`src/rtl/score_accumulator_pkg.sv`:
```
// Shared definitions for the scoring pipeline.
// The judgement codes are also used by the score-conversion stage.
package score_accumulator_pkg;

    localparam logic [1:0] JUDGE_PERFECT = 2'b00;
    localparam logic [1:0] JUDGE_GOOD    = 2'b01;
    localparam logic [1:0] JUDGE_MISS    = 2'b10;
    localparam logic [1:0] JUDGE_NO_NOTE = 2'b11;

    localparam int unsigned COMBO_MAX_DEFAULT = 999;

    typedef enum logic [1:0] {
        IDLE    = 2'b00,
        PLAYING = 2'b01,
        DONE    = 2'b10
    } state_t;

    // Number of lanes (0..2) carrying the given judgement code.
    function automatic logic [1:0] lane_count(input logic [1:0] up,
                                              input logic [1:0] down,
                                              input logic [1:0] code);
        return 2'(up == code) + 2'(down == code);
    endfunction

endpackage

```
`src/rtl/sat_add_counter.sv`:
```
// Counter that adds a per-cycle increment and saturates at a programmable ceiling.
// The next value is exported so callers can compare against it in the same cycle.
module sat_add_counter #(
    parameter int unsigned W = 10
) (
    input  logic         clk,
    input  logic         rst,
    input  logic [W-1:0] inc,
    input  logic [W-1:0] max,
    input  logic         clear,
    input  logic         en,
    output logic [W-1:0] value,
    output logic [W-1:0] value_nxt_c
);

    logic [W:0] sum_c;

    assign sum_c = {1'b0, value} + {1'b0, inc};

    // Clear wins over increment.
    always_comb begin
        value_nxt_c = value;
        if (clear) begin
            value_nxt_c = '0;
        end else if (en) begin
            if (sum_c > {1'b0, max}) begin
                value_nxt_c = max;
            end else begin
                value_nxt_c = sum_c[W-1:0];
            end
        end
    end

    always_ff @(posedge clk or posedge rst) begin
        if (rst) begin
            value <= '0;
        end else begin
            value <= value_nxt_c;
        end
    end

endmodule

```
`src/rtl/score_accumulator.sv`:
```
// Per-song score, combo and hit-count accumulator with the IDLE/PLAYING/DONE song state.
// start always wins: it clears statistics and (re)enters PLAYING, discarding any same-cycle tick.
module score_accumulator
    import score_accumulator_pkg::*;
#(
    parameter int unsigned TOTAL_W   = 24,
    parameter int unsigned COMBO_MAX = COMBO_MAX_DEFAULT,
    parameter int unsigned CNT_W     = 10
) (
    input  logic               clk,
    input  logic               rst,
    input  logic               start,
    input  logic               song_end,
    input  logic               judge_valid,
    input  logic [1:0]         judgement_up,
    input  logic [1:0]         judgement_down,
    input  logic [15:0]        score,
    output logic [TOTAL_W-1:0] total_score,
    output logic [CNT_W-1:0]   combo,
    output logic [CNT_W-1:0]   max_combo,
    output logic [CNT_W-1:0]   perfect_cnt,
    output logic [CNT_W-1:0]   good_cnt,
    output logic [CNT_W-1:0]   miss_cnt,
    output logic               playing,
    output logic               done
);

    localparam int unsigned SUM_W = TOTAL_W + 1;

    state_t             state;
    state_t             state_nxt;
    logic               clr_c;
    logic               tick_c;

    logic [1:0]         n_perfect_c;
    logic [1:0]         n_good_c;
    logic [1:0]         n_miss_c;
    logic [1:0]         n_hit_c;
    logic               miss_any_c;

    logic [SUM_W-1:0]   total_sum_c;
    logic [TOTAL_W-1:0] total_nxt_c;
    logic [CNT_W-1:0]   combo_nxt_c;
    logic [CNT_W-1:0]   perfect_nxt_c;
    logic [CNT_W-1:0]   good_nxt_c;
    logic [CNT_W-1:0]   miss_nxt_c;

    // Song state register.
    always_ff @(posedge clk or posedge rst) begin
        if (rst) begin
            state <= IDLE;
        end else begin
            state <= state_nxt;
        end
    end

    // Next state, clear and tick qualification.
    always_comb begin
        state_nxt = state;
        clr_c     = start;
        tick_c    = 1'b0;
        case (state)
            IDLE: begin
                if (start) begin
                    state_nxt = PLAYING;
                end
            end
            PLAYING: begin
                if (!start) begin
                    tick_c = judge_valid;
                    if (song_end) begin
                        state_nxt = DONE;
                    end
                end
            end
            DONE: begin
                if (start) begin
                    state_nxt = PLAYING;
                end
            end
            default: begin
                state_nxt = IDLE;
            end
        endcase
    end

    assign n_perfect_c = lane_count(judgement_up, judgement_down, JUDGE_PERFECT);
    assign n_good_c    = lane_count(judgement_up, judgement_down, JUDGE_GOOD);
    assign n_miss_c    = lane_count(judgement_up, judgement_down, JUDGE_MISS);
    assign n_hit_c     = n_perfect_c + n_good_c;
    assign miss_any_c  = (n_miss_c != 2'd0);

    // A miss on either lane breaks the combo regardless of the other lane.
    sat_add_counter #(.W(CNT_W)) u_combo (
        .clk         (clk),
        .rst         (rst),
        .inc         (CNT_W'(n_hit_c)),
        .max         (CNT_W'(COMBO_MAX)),
        .clear       (clr_c | (tick_c & miss_any_c)),
        .en          (tick_c),
        .value       (combo),
        .value_nxt_c (combo_nxt_c)
    );

    sat_add_counter #(.W(CNT_W)) u_perfect_cnt (
        .clk         (clk),
        .rst         (rst),
        .inc         (CNT_W'(n_perfect_c)),
        .max         ({CNT_W{1'b1}}),
        .clear       (clr_c),
        .en          (tick_c),
        .value       (perfect_cnt),
        .value_nxt_c (perfect_nxt_c)
    );

    sat_add_counter #(.W(CNT_W)) u_good_cnt (
        .clk         (clk),
        .rst         (rst),
        .inc         (CNT_W'(n_good_c)),
        .max         ({CNT_W{1'b1}}),
        .clear       (clr_c),
        .en          (tick_c),
        .value       (good_cnt),
        .value_nxt_c (good_nxt_c)
    );

    sat_add_counter #(.W(CNT_W)) u_miss_cnt (
        .clk         (clk),
        .rst         (rst),
        .inc         (CNT_W'(n_miss_c)),
        .max         ({CNT_W{1'b1}}),
        .clear       (clr_c),
        .en          (tick_c),
        .value       (miss_cnt),
        .value_nxt_c (miss_nxt_c)
    );

    // Saturating total: the extra sum bit flags overflow.
    assign total_sum_c = {1'b0, total_score} + SUM_W'(score);

    always_comb begin
        total_nxt_c = total_score;
        if (clr_c) begin
            total_nxt_c = '0;
        end else if (tick_c) begin
            if (total_sum_c[TOTAL_W]) begin
                total_nxt_c = '1;
            end else begin
                total_nxt_c = total_sum_c[TOTAL_W-1:0];
            end
        end
    end

    always_ff @(posedge clk or posedge rst) begin
        if (rst) begin
            total_score <= '0;
        end else begin
            total_score <= total_nxt_c;
        end
    end

    // max_combo tracks the combo value being written this cycle.
    always_ff @(posedge clk or posedge rst) begin
        if (rst) begin
            max_combo <= '0;
        end else if (clr_c) begin
            max_combo <= '0;
        end else if (tick_c && (combo_nxt_c > max_combo)) begin
            max_combo <= combo_nxt_c;
        end
    end

    always_ff @(posedge clk or posedge rst) begin
        if (rst) begin
            playing <= 1'b0;
            done    <= 1'b0;
        end else begin
            playing <= (state_nxt == PLAYING);
            done    <= (state_nxt == DONE);
        end
    end

endmodule

```
`config.mk`:
```
export PLATFORM = sky130hd
export DESIGN_NAME = score_accumulator
export DESIGN_NICKNAME = d
export VERILOG_FILES = /design/src/rtl/score_accumulator_pkg.sv /design/src/rtl/sat_add_counter.sv /design/src/rtl/score_accumulator.sv
export SDC_FILE = /design/constraint.sdc
export NUM_CORES = 1
export LEC_CHECK = 0
export ABC_AREA = 1
export BUFFER_PORTS_ARGS = -buffer_cell sky130_fd_sc_hd__clkbuf_2
export CORE_MARGIN = 4
export CORE_UTILIZATION = 40
export DETAILED_ROUTE_END_ITERATION = 16
export GPL_ROUTABILITY_DRIVEN = 0
export SYNTH_ARGS = -nofsm -noshare
export SYNTH_HDL_FRONTEND = slang
export SYNTH_SLANG_ARGS = --single-unit
export TNS_END_PERCENT = 30
```
`constraint.sdc`:
```
create_clock -name clk -period 3.7 [get_ports clk]
set_clock_uncertainty 0.15 [all_clocks]
set_input_delay 0.37 -clock clk [delete_from_list [all_inputs] [get_ports clk]]
set_output_delay 0.37 -clock clk [all_outputs]
set_load 0.01 [all_outputs]
```
Word-level counts from Yosys, hierarchy flattened --
Index checks and enable logic that the tools add are counted.
Word-level totals: bits in registers 78, input bits 25, output and inout bits 76, word-level logic and storage cells 64
Cells by class: $add $sub $neg 9, magnitude comparators 5, equal/unequal tests 8, muxes and demuxes 23, bitwise gates (word level) 2, reduce and logical (&&, ||, !) cells 8
Operator list (number):
- 10-bit two-way mux | 14
- 24-bit two-way mux | 3
- 10-bit by 2-bit adder with 11-bit output | 4
- 11-bit by 10-bit greater-than comparator with 1-bit output (second input constant) | 4
- 24-bit by 16-bit adder with 25-bit output | 1
- 10-bit greater-than comparator | 1
- 2-bit by 1-bit == test with 1-bit output (second input constant) | 4
- 2-bit == test (second input constant) | 4
- 1-bit by 1-bit adder with 2-bit output | 3
- 2-bit logical NOT | 3
- 2-bit two-way mux | 3
- 2-bit nonzero test | 3
- 2-bit case mux with 2 select lines | 1
- 2-bit adder | 1
- 1-bit two-way mux | 2
- 2-bit OR reduction | 1
- 1-bit bitwise AND | 1
- 1-bit logical AND | 1
- 1-bit OR | 1

Longest topological paths before layout --
Gate-level depths: netlist (run 1).
word-level depth 12, depth in mapped cells 31

By module --
Synthesis (run 1) repeated with hierarchy kept, for this count alone.
Unflattened totals: cell total of the unflattened synthesis 1416, area, all modules 9076.2 µm²
By module, submodules not included:
- score_accumulator | times used 1, cells an instance 530, area each 3365.7 µm²
- sat_add_counter at u_miss_cnt ... | times used 2, cells an instance 216, area each 1407.6 µm²
- sat_add_counter at u_good_cnt | times used 1, cells an instance 235, area each 1487.7 µm²
- sat_add_counter at u_combo | times used 1, cells an instance 219, area each 1407.6 µm²

Least setup slack after synthesis (run 1) --
Ideal clock, no wire load.
path kind input to register, from in judgement_up[0], to reg max_combo[3], setup time 0.117 ns, arrival time 3.749 ns, data required time 3.433 ns, path slack -0.316 ns, stages on the path 28, path through inv_1 nor2_1 ha_1 ha_1 xor2_1 xor2_1 fa_1 nor2_4 nand2_2 nand2_1 nand2_1 nand2_1 nor2_1 nand2_1 nand2_1 inv_1 nand3_1 o211ai_1 inv_1 ha_1 nand2_1 nor2_1 and3_1 a31oi_1 nand2_1 nand2_2 nand2_1 nand2_1
Between the ends: longest elaborated chain between the ends 11, elaborated cells between the ends (all ways) 20
Ends and longest elaborated chain:
- from (decl) | RTL line score_accumulator.sv:15 | input logic [1:0] judgement_up,
- 2-bit by 1-bit == test with 1-bit output or 2-bit logical NOT (tied branches) | RTL line score_accumulator_pkg.sv:22 | return 2'(up == code) + 2'(down == code);
- 1-bit by 1-bit adder with 2-bit output | RTL line score_accumulator_pkg.sv:22
- 2-bit adder | RTL line score_accumulator.sv:90 | assign n_hit_c = n_perfect_c + n_good_c;
- 10-bit by 2-bit adder with 11-bit output | RTL line sat_add_counter.sv:18 | assign sum_c = {1'b0, value} + {1'b0, inc};
- 11-bit by 10-bit greater-than comparator with 1-bit output | RTL line sat_add_counter.sv:26 | if (sum_c > {1'b0, max}) begin
- 10-bit two-way mux | RTL line sat_add_counter.sv:26
- 10-bit two-way mux | RTL line sat_add_counter.sv:25 | end else if (en) begin
- 10-bit two-way mux (*) | RTL line sat_add_counter.sv:23 | if (clear) begin
- via combo_nxt_c[9] | RTL line score_accumulator.sv:43 | logic [CNT_W-1:0] combo_nxt_c;
- 10-bit greater-than comparator (*) | RTL line score_accumulator.sv:168 | end else if (tick_c && (combo_nxt_c > max_combo)) begin
- 1-bit logical AND (*) | RTL line score_accumulator.sv:168
- 2-bit nonzero test (no line) (*)
- to (signal assigned) | RTL line score_accumulator.sv:169 | max_combo <= combo_nxt_c;
- to (decl) | RTL line score_accumulator.sv:20 | output logic [CNT_W-1:0] max_combo,
Mark *: on every way through the listed nets, which the timed path passes. The rest lies on a longest branch. The select of a mux whose other input is x is not followed. A chain may end at the register's enable or synchronous reset.

Worst setup path after layout (run 1) --
from in judgement_down[0], to reg max_combo[0]
Between the ends: longest elaborated chain between the ends 11, elaborated cells between the ends (all ways) 20
Ends and longest elaborated chain:
- from (decl) | RTL line score_accumulator.sv:16 | input logic [1:0] judgement_down,
- 2-bit by 1-bit == test with 1-bit output or 2-bit logical NOT (tied branches) | RTL line score_accumulator_pkg.sv:22
- 1-bit by 1-bit adder with 2-bit output | RTL line score_accumulator_pkg.sv:22
- 2-bit adder | RTL line score_accumulator.sv:90
- 10-bit by 2-bit adder with 11-bit output | RTL line sat_add_counter.sv:18
- 11-bit by 10-bit greater-than comparator with 1-bit output | RTL line sat_add_counter.sv:26
- 10-bit two-way mux | RTL line sat_add_counter.sv:26
- 10-bit two-way mux | RTL line sat_add_counter.sv:25
- 10-bit two-way mux (*) | RTL line sat_add_counter.sv:23
- via combo_nxt_c[7] | RTL line score_accumulator.sv:43
- 10-bit greater-than comparator (*) | RTL line score_accumulator.sv:168
- 1-bit logical AND (*) | RTL line score_accumulator.sv:168
- 2-bit nonzero test (no line) (*)
Marked as above.

==> results.txt, run 1 <==
Peak VDD IR = 0.000169 V
Most frequent cells after synthesis = nand2_1 (179), inv_1 (110), dfrtp_1 (78)
Area leader, netlist = dfrtp_1
Number of cells on the critical path = 29
Initial DRC Count = 289
Setup violators final = 10
Worst setup SP type = input port
Post-synthesis net count = 783
Clock root buffer master = clkbuf_16
HPWL after DPL = 10.7 mm
Post-Synthesis Cells = 715
Worst setup path end = max_combo[0]
Worst-Margin Slew = 0.919 ns
Top cell type's share of synthesized area = 36.8%
Min Tclk post-route = 3.96 ns
Number of synthesized flops with an enable pin = 0
Global route overflow = 0
Failing checks = setup timing
Synth area leaders = dfrtp_1 (37%), nand2_1 (13%), ha_1 (9.0%), inv_1 (7.8%), a21oi_1 (4.6%)
Drt pass-1 iters = 5
Slowest-stage cell, CP = ha_1
# DRC = 0
Largest net degree at the start of global routing = 53
CP bufs+invs = 5
P per Cell Area = 347 nW/um^2
Total CTS buffers = 9
Crit path max fanout = 7
First-pass GRT wire length = 24.8 mm
Critical path startpoint = judgement_down[0]
Status = finished, violations left
Site Rows = 41
Die area = 15200 sq um
Top_reg_cell synth = dfrtp_1
Pleak = 3.67 nW
H-tree Lvls = 3
CP required = 3.83 ns
Clk sink count = 78
Via Count = 5317
Cell area after synthesis = 5310 sq um
TritonCTS clock tree = yes
Final hold violation count = 0
Synth Register Bits = 78
Wirelength, routed = 15.0 mm
Vias in the first global route = 5047
Layout cells sized above 1 = 27.8%
Port buffer count = 100
Crit path DAT = 4.08 ns
Post-synthesis sequential area ratio = 36.8%
Post-route ant nets = 0
Post-synth cell types = 40
Clk_lat worst skew = 0.33 ns
Slew Limit Fails = 0
Worst Setup End Kind = flip-flop
Min-delay worst type = in -> async
Vias per cell = 5.10
Max-slew headroom = 38.7%
Clk slew on worst S/H paths = 0.06 ns
Cell family with most CP delay = simple AND/OR/NAND/NOR gates
Most frequent CP cell = nand2_1
Yosys warns = 0
WS Path Type = in -> reg
Reg2reg end = max_combo[0]
Reg2reg path depth = 22
FMAX = 0.253 GHz
Ys async rst share = 100%
Final period util = 107%
Count leader, synth = nand2_1
Die Span X = 123 um
Clock buffer depth = 2
Initial antenna violation count = 0
Final nets = 933
Layout Area Growth over Synthesis = 33.3%
Total Routing Usage GR = 20.4%
Fillers = 1233
CP max stage delay = 0.33 ns
Smallest hold slack = 0.0317 ns
RR Startpoint = u_combo.value[0]
Pre-CTS setup slack = -0.808 ns
Antenna cells = 0
Avg Cell Area, Syn = 7.42 sq um
Die Ht = 123 um
Dpl cell area = 6380 sq um
# IOs = 101
Core Area = 12800 sq um
Drt wl/cell = 14.4 um
Max_cap viols = 0
Post-CTS Hold Buffers = 0
Final setup margin = -0.258 ns
RSZ-0062 raised after global routing = true
Reg2Reg Setup Slack = 0.18 ns
Finished layout cell area = 7070 sq um
Initial core utilization = 41.4%
## power by group
group	internal, W	switching (W)
registers	0.000900	0.0000528
clock network	0.000521	0.000353
logic	0.000265	0.000361
total	0.00169	0.000767
## kinds of logic after synthesis
kind of cell | count (synthesis) | share of synthesized area [%]
buf+inv | 128 | 9.22
flops | 78 | 36.8
xor+xnor | 17 | 2.81
simple gates | 299 | 23.7
fa+ha+maj | 43 | 10.8
compound gates | 150 | 16.7
## routing by layer
layer / track usage [%] / vias up / part of all wire, %
met1: 29.3 / 2521 / 48
met4: 6.85 / 0 / 1.3
met3: 3.34 / 15 / 4.4
met5: 0 / - / 0
li1: - / 2637 / -
met2: 31.4 / 144 / 46
## cell usage in the layout, fill, tap and decap left out, drive strengths merged, types with 2 or more instances in the layout
cell type / count
a21oi: 49
inv: 111
o22ai: 16
o21bai: 5
o31ai: 4
nand4: 7
or2: 8
xor2: 12
nor2: 52
clkinv: 3
a22o: 8
clkbuf: 110
ha: 38
o21ai: 49
xnor2: 5
nand3: 37
buf: 56
and3: 2
nor3: 7
o211ai: 5
nand2: 185
dfrtp: 78
a31oi: 5
a21o: 4
a211oi: 2
fa: 5
## how the worst min path moves through the flow
stage | endpoint | slack (ns) | depth (start not counted)
final | total_score[0] | 0.03 | 2
after detailed placement | total_score[12] | 0.35 | 2
after global placement | total_score[12] | 0.34 | 2
after CTS | total_score[0] | 0.07 | 2
after global routing | total_score[2] | 0.12 | 2
after floorplan | playing | 0.34 | 1
## flip-flops by register name, summed over array words and instances (netlist names)
signal / count
playing: 1
u_perfect_cnt.value: 10
u_combo.value: 10
u_miss_cnt.value: 10
max_combo: 10
done: 1
state: 2
u_good_cnt.value: 10
total_score: 24
## metrics by stage
| stage | utilization, % | instances | power, W | setup TNS (ns) |
|---|---|---|---|---|
| 2_1_floorplan | - | 715 | 0.00132 | -1.76 |
| 3_3_place_gp | 49.7 | 1008 | 0.00149 | -7.00 |
| 3_5_place_dp | 49.7 | 1008 | 0.00150 | -8.00 |
| 4_1_cts | 54.4 | 1040 | 0.00245 | -2.13 |
| 5_1_grt | 55.2 | 1042 | 0.00259 | -5.32 |
| 6_report | 55.2 | 1042 | 0.00245 | -2.52 |
## layout make-up
type / count / area, sq um / share of cell area, %
multi-input combinational: 510 / 3180 / 45.0
timing repair buffer: 154 / 1000 / 14.1
clock buffer: 12 / 236 / 3.34
clock inverter: 4 / 47.5 / 0.672
tap: 172 / 215 / 3.04
sequential: 78 / 1950 / 27.6
inverter: 112 / 442 / 6.24
## repair_timing
action / in CTS / in global routing
setup buffers: 15 / 2
pin swaps: 25 / 25
resized for setup: 38 / 24
setup endpoints to repair: 10 / 11
gates cloned: 2 / 0
(Power assumes the default switching activity.)
==> run 2, diff against run 1 <==
==> constraint.sdc (replaced) <==
create_clock -name clk -period 3.7 [get_ports clk]
set_clock_uncertainty 0.15 [all_clocks]
set_input_delay 0.74 -clock clk [delete_from_list [all_inputs] [get_ports clk]]
set_output_delay 0.74 -clock clk [all_outputs]
set_load 0.01 [all_outputs]
==> run 2 against run 1 <==
The run still ends with setup timing left. Clock power shrank 1%. Sequential share of layout area is 0.24 points higher. Via count decreased by 1.3%. Combinational power fell by 4.0%. Critical path depth is 2 higher. Fmax is 7.9% lower. Largest cell class unchanged. Highest routed layer unchanged.
==> results.txt, run 2 (synthesized netlist as in run 1, its figures left out) <==
Status = finished, violations left
Failing checks = setup timing
Largest net degree at the start of global routing = 44
Critical path startpoint = judgement_down[0]
Setup violators final = 11
Pre-CTS setup slack = -1.18 ns
Min-delay worst type = in -> async
Port buffer count = 100
Post-route ant nets = 0
TNS Setup = -6.29 ns
Clk slew on worst S/H paths = 0.07 ns
Drt pass-1 iters = 5
Site Rows = 41
Post-CTS Hold Buffers = 0
CP required = 3.78 ns
Global route overflow = 0
Clk sink count = 78
Max_cap viols = 0
TritonCTS clock tree = yes
P per Cell Area = 345 nW/um^2
Total Routing Usage GR = 19.8%
Most frequent CP cell = nand2_2
RR Startpoint = u_combo.value[0]
Slowest-stage cell, CP = fa_2
Total CTS buffers = 9
Clock buffer depth = 2
Final setup margin = -0.599 ns
Core Area = 12800 sq um
Cell family with most CP delay = simple AND/OR/NAND/NOR gates
Final hold violation count = 0
Crit path DAT = 4.38 ns
CP bufs+invs = 7
HPWL after DPL = 10.6 mm
Min Tclk post-route = 4.30 ns
Initial core utilization = 41.4%
Worst Setup End Kind = flip-flop
H-tree Lvls = 3
Max-slew headroom = 48.0%
Number of flip-flops in the largest register = 24
Commonest cells after routing, fill and taps aside = nand2_1 (168), inv_1 (104), clkbuf_2 (96), dfrtp_1 (78), a21oi_1 (49)
Pleak = 3.64 nW
RSZ-0062 raised after global routing = true
Vias in the first global route = 4922
Worst setup SP type = input port
Crit path max fanout = 5
Reg2reg path depth = 25
Final period util = 116%
Layout cells sized above 1 = 27.9%
# IOs = 101
Die Span X = 123 um
Die area = 15200 sq um
First-pass GRT wire length = 23.9 mm
Via Count = 5250
Clk_lat worst skew = 0.33 ns
Final nets = 931
Most common cell after layout, fill and taps aside = nand2_1
CP max stage delay = 0.37 ns
Clock root buffer master = clkbuf_16
Initial DRC Count = 301
Worst-Margin Slew = 0.780 ns
Initial antenna violation count = 0
Die Ht = 123 um
FMAX = 0.233 GHz
Top reg by flops = total_score
Fillers = 1233
Peak VDD IR = 0.000197 V
WS Path Type = in -> reg
Slew Limit Fails = 0
Layout Area Growth over Synthesis = 32.1%
Tot Pwr = 0.00242 W
Vias per cell = 5.05
# DRC = 0
Number of cells on the critical path = 31
Drt wl/cell = 14.0 um
Antenna cells = 0
Wirelength, routed = 14.6 mm
## run 2: changes by cell type in the layout (fill, tap and decap cells not counted), moves of 3 or more
cell / previous run / this run
nand2_2: 8 / 13
o31ai_1: 0 / 4
buf_6: 13 / 10
clkbuf_8: 0 / 3
nand2_1: 171 / 168
nand2_4: 6 / 3
nor2_2: 1 / 4
o31ai_2: 3 / 0
## run 2: power by group
group	switching [W]	total, W	internal (W)
logic	0.000344	0.000601	0.000257
clock network	0.000356	0.000863	0.000508
registers	0.0000530	0.000953	0.000900
total	0.000753	0.00242	0.00166
## run 2: per-layer routing
layer	track usage, %	up-vias	share of wire (%)
met5	0	-	0
met2	29.9	163	44
met1	28.6	2424	49
met3	3.34	17	5.3
li1	-	2646	-
met4	6.92	0	1.4
## run 2: area by class of cell
| cell class | instances | area (sq um) | share of cell area (%) |
|---|---|---|---|
| Clock buffer | 13 | 270 | 3.85 |
| Clock inverter | 2 | 16.3 | 0.232 |
| Inverter | 112 | 439 | 6.26 |
| Multi-Input combinational cell | 509 | 3130 | 44.6 |
| Sequential cell | 78 | 1950 | 27.8 |
| Tap cell | 172 | 215 | 3.07 |
| Timing Repair Buffer | 153 | 988 | 14.1 |
## run 2: per-stage QoR
step / utilization (%) / area (sq um) / cells / hold WS (ns)
after floorplan: - / 5450 / 715 / 0.341
after global placement: 49.9 / 6400 / 1011 / 0.341
after detailed placement: 49.9 / 6400 / 1011 / 0.357
after CTS: 54.1 / 6940 / 1035 / 0.373
after global routing: 54.7 / 7010 / 1039 / 0.387
final: 54.7 / 7010 / 1039 / 0.344
## run 2: path summary, 6_finish.rpt
check / to / slack (ns)
max: max_combo[8] / -0.60
max reg2reg: max_combo[8] / 0.18
min: total_score[2] / 0.34
min reg2reg: total_score[10] / 0.37
max in group asynchronous: u_miss_cnt.value[0] / 2.27
min in group clk: total_score[10] / 0.37
## run 2: what timing repair did
action,CTS,global route
endpoints found under the hold margin,0,0
setup endpoints to repair,10,11
pin swaps,25,24
gates resized for setup,37,16
gates cloned,1,0
buffers inserted,9,4
## run 2: worst reg2reg max path: stages (launching register included)
cell and delay (ns):
dfrtp_1 0.41, ha_1 0.20, inv_1 0.07, fa_2 0.40, nor2_4 0.17, nand2_1 0.07
nand2_1 0.08, nand2_2 0.06, inv_2 0.06, nand2_2 0.05, nor2_2 0.10, nand2_2 0.09
nand2_4 0.11, inv_4 0.05, nand3_2 0.05, o211ai_1 0.08, inv_1 0.12, ha_4 0.22
nand2_2 0.10, nor2_4 0.05, and3_4 0.15, a31oi_4 0.18, nand2_2 0.12, buf_6 0.16
nand3_2 0.05, nand2_1 0.05
